$ cat config.mk
export PLATFORM = sky130hd
export DESIGN_NAME = branch_predict_unit
export DESIGN_NICKNAME = d
export VERILOG_FILES = /design/src/rtl/branch_predict_unit.sv
export SDC_FILE = /design/constraint.sdc
export NUM_CORES = 1
export LEC_CHECK = 0
export ABC_CLOCK_PERIOD_IN_PS = 3700
export CAP_MARGIN = 20
export CORE_UTILIZATION = 52
export DETAILED_ROUTE_END_ITERATION = 16
export PLACE_DENSITY = 0.84
export SLEW_MARGIN = 5
export SYNTH_ARGS = -nofsm -noshare
export SYNTH_HDL_FRONTEND = slang
export SYNTH_SLANG_ARGS = --single-unit
$ cat constraint.sdc
create_clock -name clk -period 3.7 [get_ports clk]
set_input_delay 0.555 -clock clk [delete_from_list [all_inputs] [get_ports clk]]
set_output_delay 0.555 -clock clk [all_outputs]
set_load 0.005 [all_outputs]
$ cat src/rtl/branch_predict_unit.sv
// Branch resolution plus a BHT of 2-bit saturating counters read by fetch and trained by execute.
// Optional performance counters (br_count, miss_count) are enabled with `define BPU_PERF_COUNTERS_EN.
module branch_predict_unit #(
    parameter int unsigned XLEN  = 32,
    parameter int unsigned DEPTH = 64,
    localparam int unsigned IDX_W = $clog2(DEPTH)
) (
    input  logic            clk,
    input  logic            rst,
    input  logic [XLEN-1:0] fetch_pc,
    output logic            pred_taken,
    input  logic            res_valid,
    input  logic [XLEN-1:0] res_pc,
    input  logic            res_pred,
    input  logic [6:0]      opcode,
    input  logic [2:0]      funct3,
    input  logic            cf,
    input  logic            zf,
    input  logic            vf,
    input  logic            sf,
    output logic [1:0]      pc_selection,
    output logic            mispredict,
    output logic            flush
`ifdef BPU_PERF_COUNTERS_EN
    ,
    output logic [31:0]     br_count,
    output logic [31:0]     miss_count
`endif
);

    localparam logic [6:0] OP_BRANCH = 7'b1100011;
    localparam logic [6:0] OP_JAL    = 7'b1101111;
    localparam logic [6:0] OP_JALR   = 7'b1100111;

    logic [1:0]       bht [DEPTH];
    logic [IDX_W-1:0] fetch_idx;
    logic [IDX_W-1:0] res_idx;
    logic             is_branch;
    logic             supported;
    logic             cond;
    logic             train;
    logic             act;
    logic             unused_pc_bits;

    assign fetch_idx  = fetch_pc[IDX_W+1:2];
    assign res_idx    = res_pc[IDX_W+1:2];
    assign pred_taken = bht[fetch_idx][1];

    assign unused_pc_bits = ^{fetch_pc[1:0], fetch_pc[XLEN-1:IDX_W+2],
                              res_pc[1:0], res_pc[XLEN-1:IDX_W+2]};

    always_comb begin
        supported = 1'b1;
        cond      = 1'b0;
        case (funct3)
            3'b000:  cond = zf;
            3'b001:  cond = !zf;
            3'b100:  cond = (sf != vf);
            3'b101:  cond = (sf == vf);
            3'b110:  cond = !cf;
            3'b111:  cond = cf;
            default: supported = 1'b0;
        endcase
    end

    assign is_branch = (opcode == OP_BRANCH);
    assign train     = res_valid && is_branch && supported;
    assign act       = train && cond;

    always_comb begin
        pc_selection = 2'b00;
        if (res_valid) begin
            if (opcode == OP_JAL)
                pc_selection = 2'b10;
            else if (opcode == OP_JALR)
                pc_selection = 2'b01;
            else if (act)
                pc_selection = 2'b10;
        end
    end

    always_ff @(posedge clk) begin
        if (!rst) begin
            for (int unsigned i = 0; i < DEPTH; i++)
                bht[i[IDX_W-1:0]] <= 2'b01;
            mispredict <= 1'b0;
            flush      <= 1'b0;
        end else begin
            if (train) begin
                if (act && bht[res_idx] != 2'b11)
                    bht[res_idx] <= bht[res_idx] + 2'd1;
                else if (!act && bht[res_idx] != 2'b00)
                    bht[res_idx] <= bht[res_idx] - 2'd1;
            end
            mispredict <= train && (act != res_pred);
            flush      <= train && (act != res_pred);
        end
    end

`ifdef BPU_PERF_COUNTERS_EN
    always_ff @(posedge clk) begin
        if (!rst) begin
            br_count   <= '0;
            miss_count <= '0;
        end else begin
            if (train)
                br_count <= br_count + 32'd1;
            if (train && (act != res_pred))
                miss_count <= miss_count + 32'd1;
        end
    end
`endif

endmodule

==> flow_metrics.tcl <==
set metrics [dict create \
    start_util_pct 53.2 \
    root_buffer "clkbuf_16" \
    yosys_warnings 0 \
    maxCapViolCount 0 \
    nFillCells 904 \
    synth_edf_count 128 \
    die_width_um 121 \
    cts_max_path_buffers 2 \
    fmax_mhz 278 \
    max_stage_delay_ps 580 \
    globalRouteMet2Util_pct 48.1 \
    crit_required_ps 3140 \
    setup_violations 0 \
    use_met3_pct 8.41 \
    fin_crit_sh_pct 97.0 \
    cts_buffers 17 \
    via_per_inst 6.92 \
    internal-power_uw 2910 \
    synthesis.nets 726 \
    antenna_found_initial 0 \
    drcViolationCount 0 \
    swShare_pct 25.9 \
    synthTopCellsByArea "edfxtp_1 52%, mux4_2 10%, mux2i_1 4.9%" \
    std_cell_rows 43 \
    drtIter0Drc 1008 \
    slew_headroom_pct 44.3 \
    synthToLayoutAreaGrowth_pct 18.0 \
    synth_area_per_cell_um2 11.4 \
    cts_sinks 129 \
    grt_busiest_layer "met2" \
    htree_levels 4 \
    clockPowerShare_pct 42.6 \
    die_y_um 121 \
    antenna_cells 0 \
    drt_first_pass_iters 6 \
    outcome "finished, final reports clean" \
    grt_use_total_pct 29.6 \
    synthFlopType "edfxtp_1" \
    grt_max_degree 65 \
    ir_drop_uv 372 \
    ys_ff_latch 129 \
    cts_tree "built" \
    cp.arrival_ps 3040 \
    tightest_slew_ps 836 \
    power_frac_comb_pct 15.7 \
    overflow 0 \
    clkTransAtPathRegs_ps 60 \
    clkLatencyLatePin_ps 430 \
    ant_nets 0 \
    drt-total-wl_mm 20.7 \
    dpl.hpwl_mm 13.0 \
    synth_area_um2 7350 \
    port_buffers 34 \
    synthCells 644 \
    cp_max_fo 16 \
    start_kind "input port" \
    final-seq-area_um2 3860 \
    fin_nets 761 \
    place_inst 839 \
    power_frac_seq_pct 41.8 \
    total_power_uw 3930 \
    yosys.cell_types.count 47 \
    drive_above_1_share_pct 19.5 \
    layout_commonest_cell "edfxtp_1" \
    crit_top_cell "mux4_2" \
    finalHoldViolations 0 \
    seq_area_frac_synth_pct 52.6 \
    final_cell_mix "128 x edfxtp_1, 70 x nand2_1, 70 x nand3_1, 66 x nor3_1, 59 x o21ai_1" \
    grt_pass1_wl_mm 32.0 \
    p_per_area_nw_per_um2 453 \
    coreArea_um2 13800 \
    p_sw_uw 1020 \
    crit_chain "clkdlybuf4s50_1, buf_12, mux4_2, mux4_2, mux4_2, dlygate4sd2_1" \
    stdcell_count 872 \
    hold_ws_ps 779 \
    path_class "in2out" \
    end_kind "output pin" \
    fin_worst_skew_ps 12.5 \
    grt_use_met1_pct 34.8 \
    grt_setup_unrepaired "no" \
    p_leak_uw 0.00270 \
    vias 6034 \
    netlist.area_leader.share_pct 52.3 \
    io_pins 87 \
    async_reset_ff_share_pct 0 \
    slew_viol_final 0 \
    multi_input_area_um2 3080 \
    yosys.area.top_type "edfxtp_1" \
    grt_pass1_vias 6073 \
    min_path_type "in2reg" \
    crit_slowest_cell "mux4_2" \
    wl_per_cell_um 23.8 \
    dieArea_um2 14600 \
    globalplace.congestion 0.942 \
    fin_crit_ps 3590 \
]
[through the flow]
step	utilization (%)	cell area [µm²]	TNS, ps	worst slack (ps)
6_report	62.8	8680	0	109
5_1_grt	62.8	8680	0	106
3_5_place_dp	58.3	8070	-9330	-235
2_1_floorplan	-	7350	0	423
3_3_place_gp	58.3	8070	-7820	-163
4_1_cts	62.8	8680	0	169
[synthesized netlist by cell type, types with 2 or more instances]
library cell,n
xnor2_1,2
or3b_2,2
a21oi_1,6
o21ai_1,59
a211oi_1,10
a221oi_1,4
nand3b_1,3
a22oi_1,2
nor2_1,17
buf_1,2
inv_1,2
buf_6,9
nand3_1,70
nor3_1,67
nand2b_1,2
mux2i_1,36
and4bb_2,2
o22ai_1,2
mux4_2,33
nor4_1,3
a2111oi_0,4
nor2b_1,12
a22o_1,6
edfxtp_1,128
buf_2,26
clkbuf_1,35
o21ai_0,6
buf_4,2
and2_1,4
nand2_1,70
and3_1,2
[worst max-delay path, delay by kind of cell]
family   cells  cell delay [ps]
mux          3             1450
buf+inv      3             1040
[power groups by stage]
stage	clock (µW)	sequential [µW]	combinational, µW
2_1_floorplan	0	1660	374
5_1_grt	1730	1640	638
3_5_place_dp	0	1670	587
6_report	1670	1640	617
4_1_cts	1660	1640	598
3_3_place_gp	0	1670	571
[flip-flops by register name, indices dropped and copies added, names as in the netlist]
| signal | flops |
|---|---|
| bht | 128 |
| flush | 1 |
[timing repair]
item / 4_1_cts / 5_1_grt
hold buffers: 0 / 0
endpoints found under the setup margin: 1 / 0
gates resized for setup: 2 / 0
setup buffers: 0 / 0
[logic make-up after synthesis]
logic type | share of synthesized area, %
flip-flops | 52.6
XOR/XNOR | 0.681
AND/OR/NAND/NOR | 17.2
buffers and inverters | 5.87
multiplexers | 15.2
AO/OA/AOI/OAI | 8.51
[per-layer routing]
metal	routed length, µm	vias up
met5	0	-
met4	1130	0
met3	2580	131
met2	9980	526
met1	7030	2850
li1	-	2527
[cell type report]
cell class | count | area share [%]
inverters | 3 | 0.130
flip-flops and latches | 129 | 44.5
repair buffers | 92 | 10.5
well taps | 180 | 2.60
clock buffers | 22 | 5.12
clock inverters | 10 | 1.57
multi-input cells | 436 | 35.5
[path summary, 6_finish.rpt]
| path | start | end | slack (ps) | cells after the start |
|---|---|---|---|---|
| worst min register to register | bht[10][0]$_SDFFCE_PN1P_ | bht[30][0]$_SDFFCE_PN1P_ | 1500 | 8 |
| worst max-delay path | fetch_pc[3] | pred_taken | 110 | 6 |
| worst min-delay path | rst | flush$_SDFF_PN0_ | 780 | 3 |
| worst max register to register | bht[19][1]$_SDFFCE_PN0P_ | bht[36][1]$_SDFFCE_PN0P_ | 720 | 8 |
Note: power is estimated with default switching activity, not from simulation.
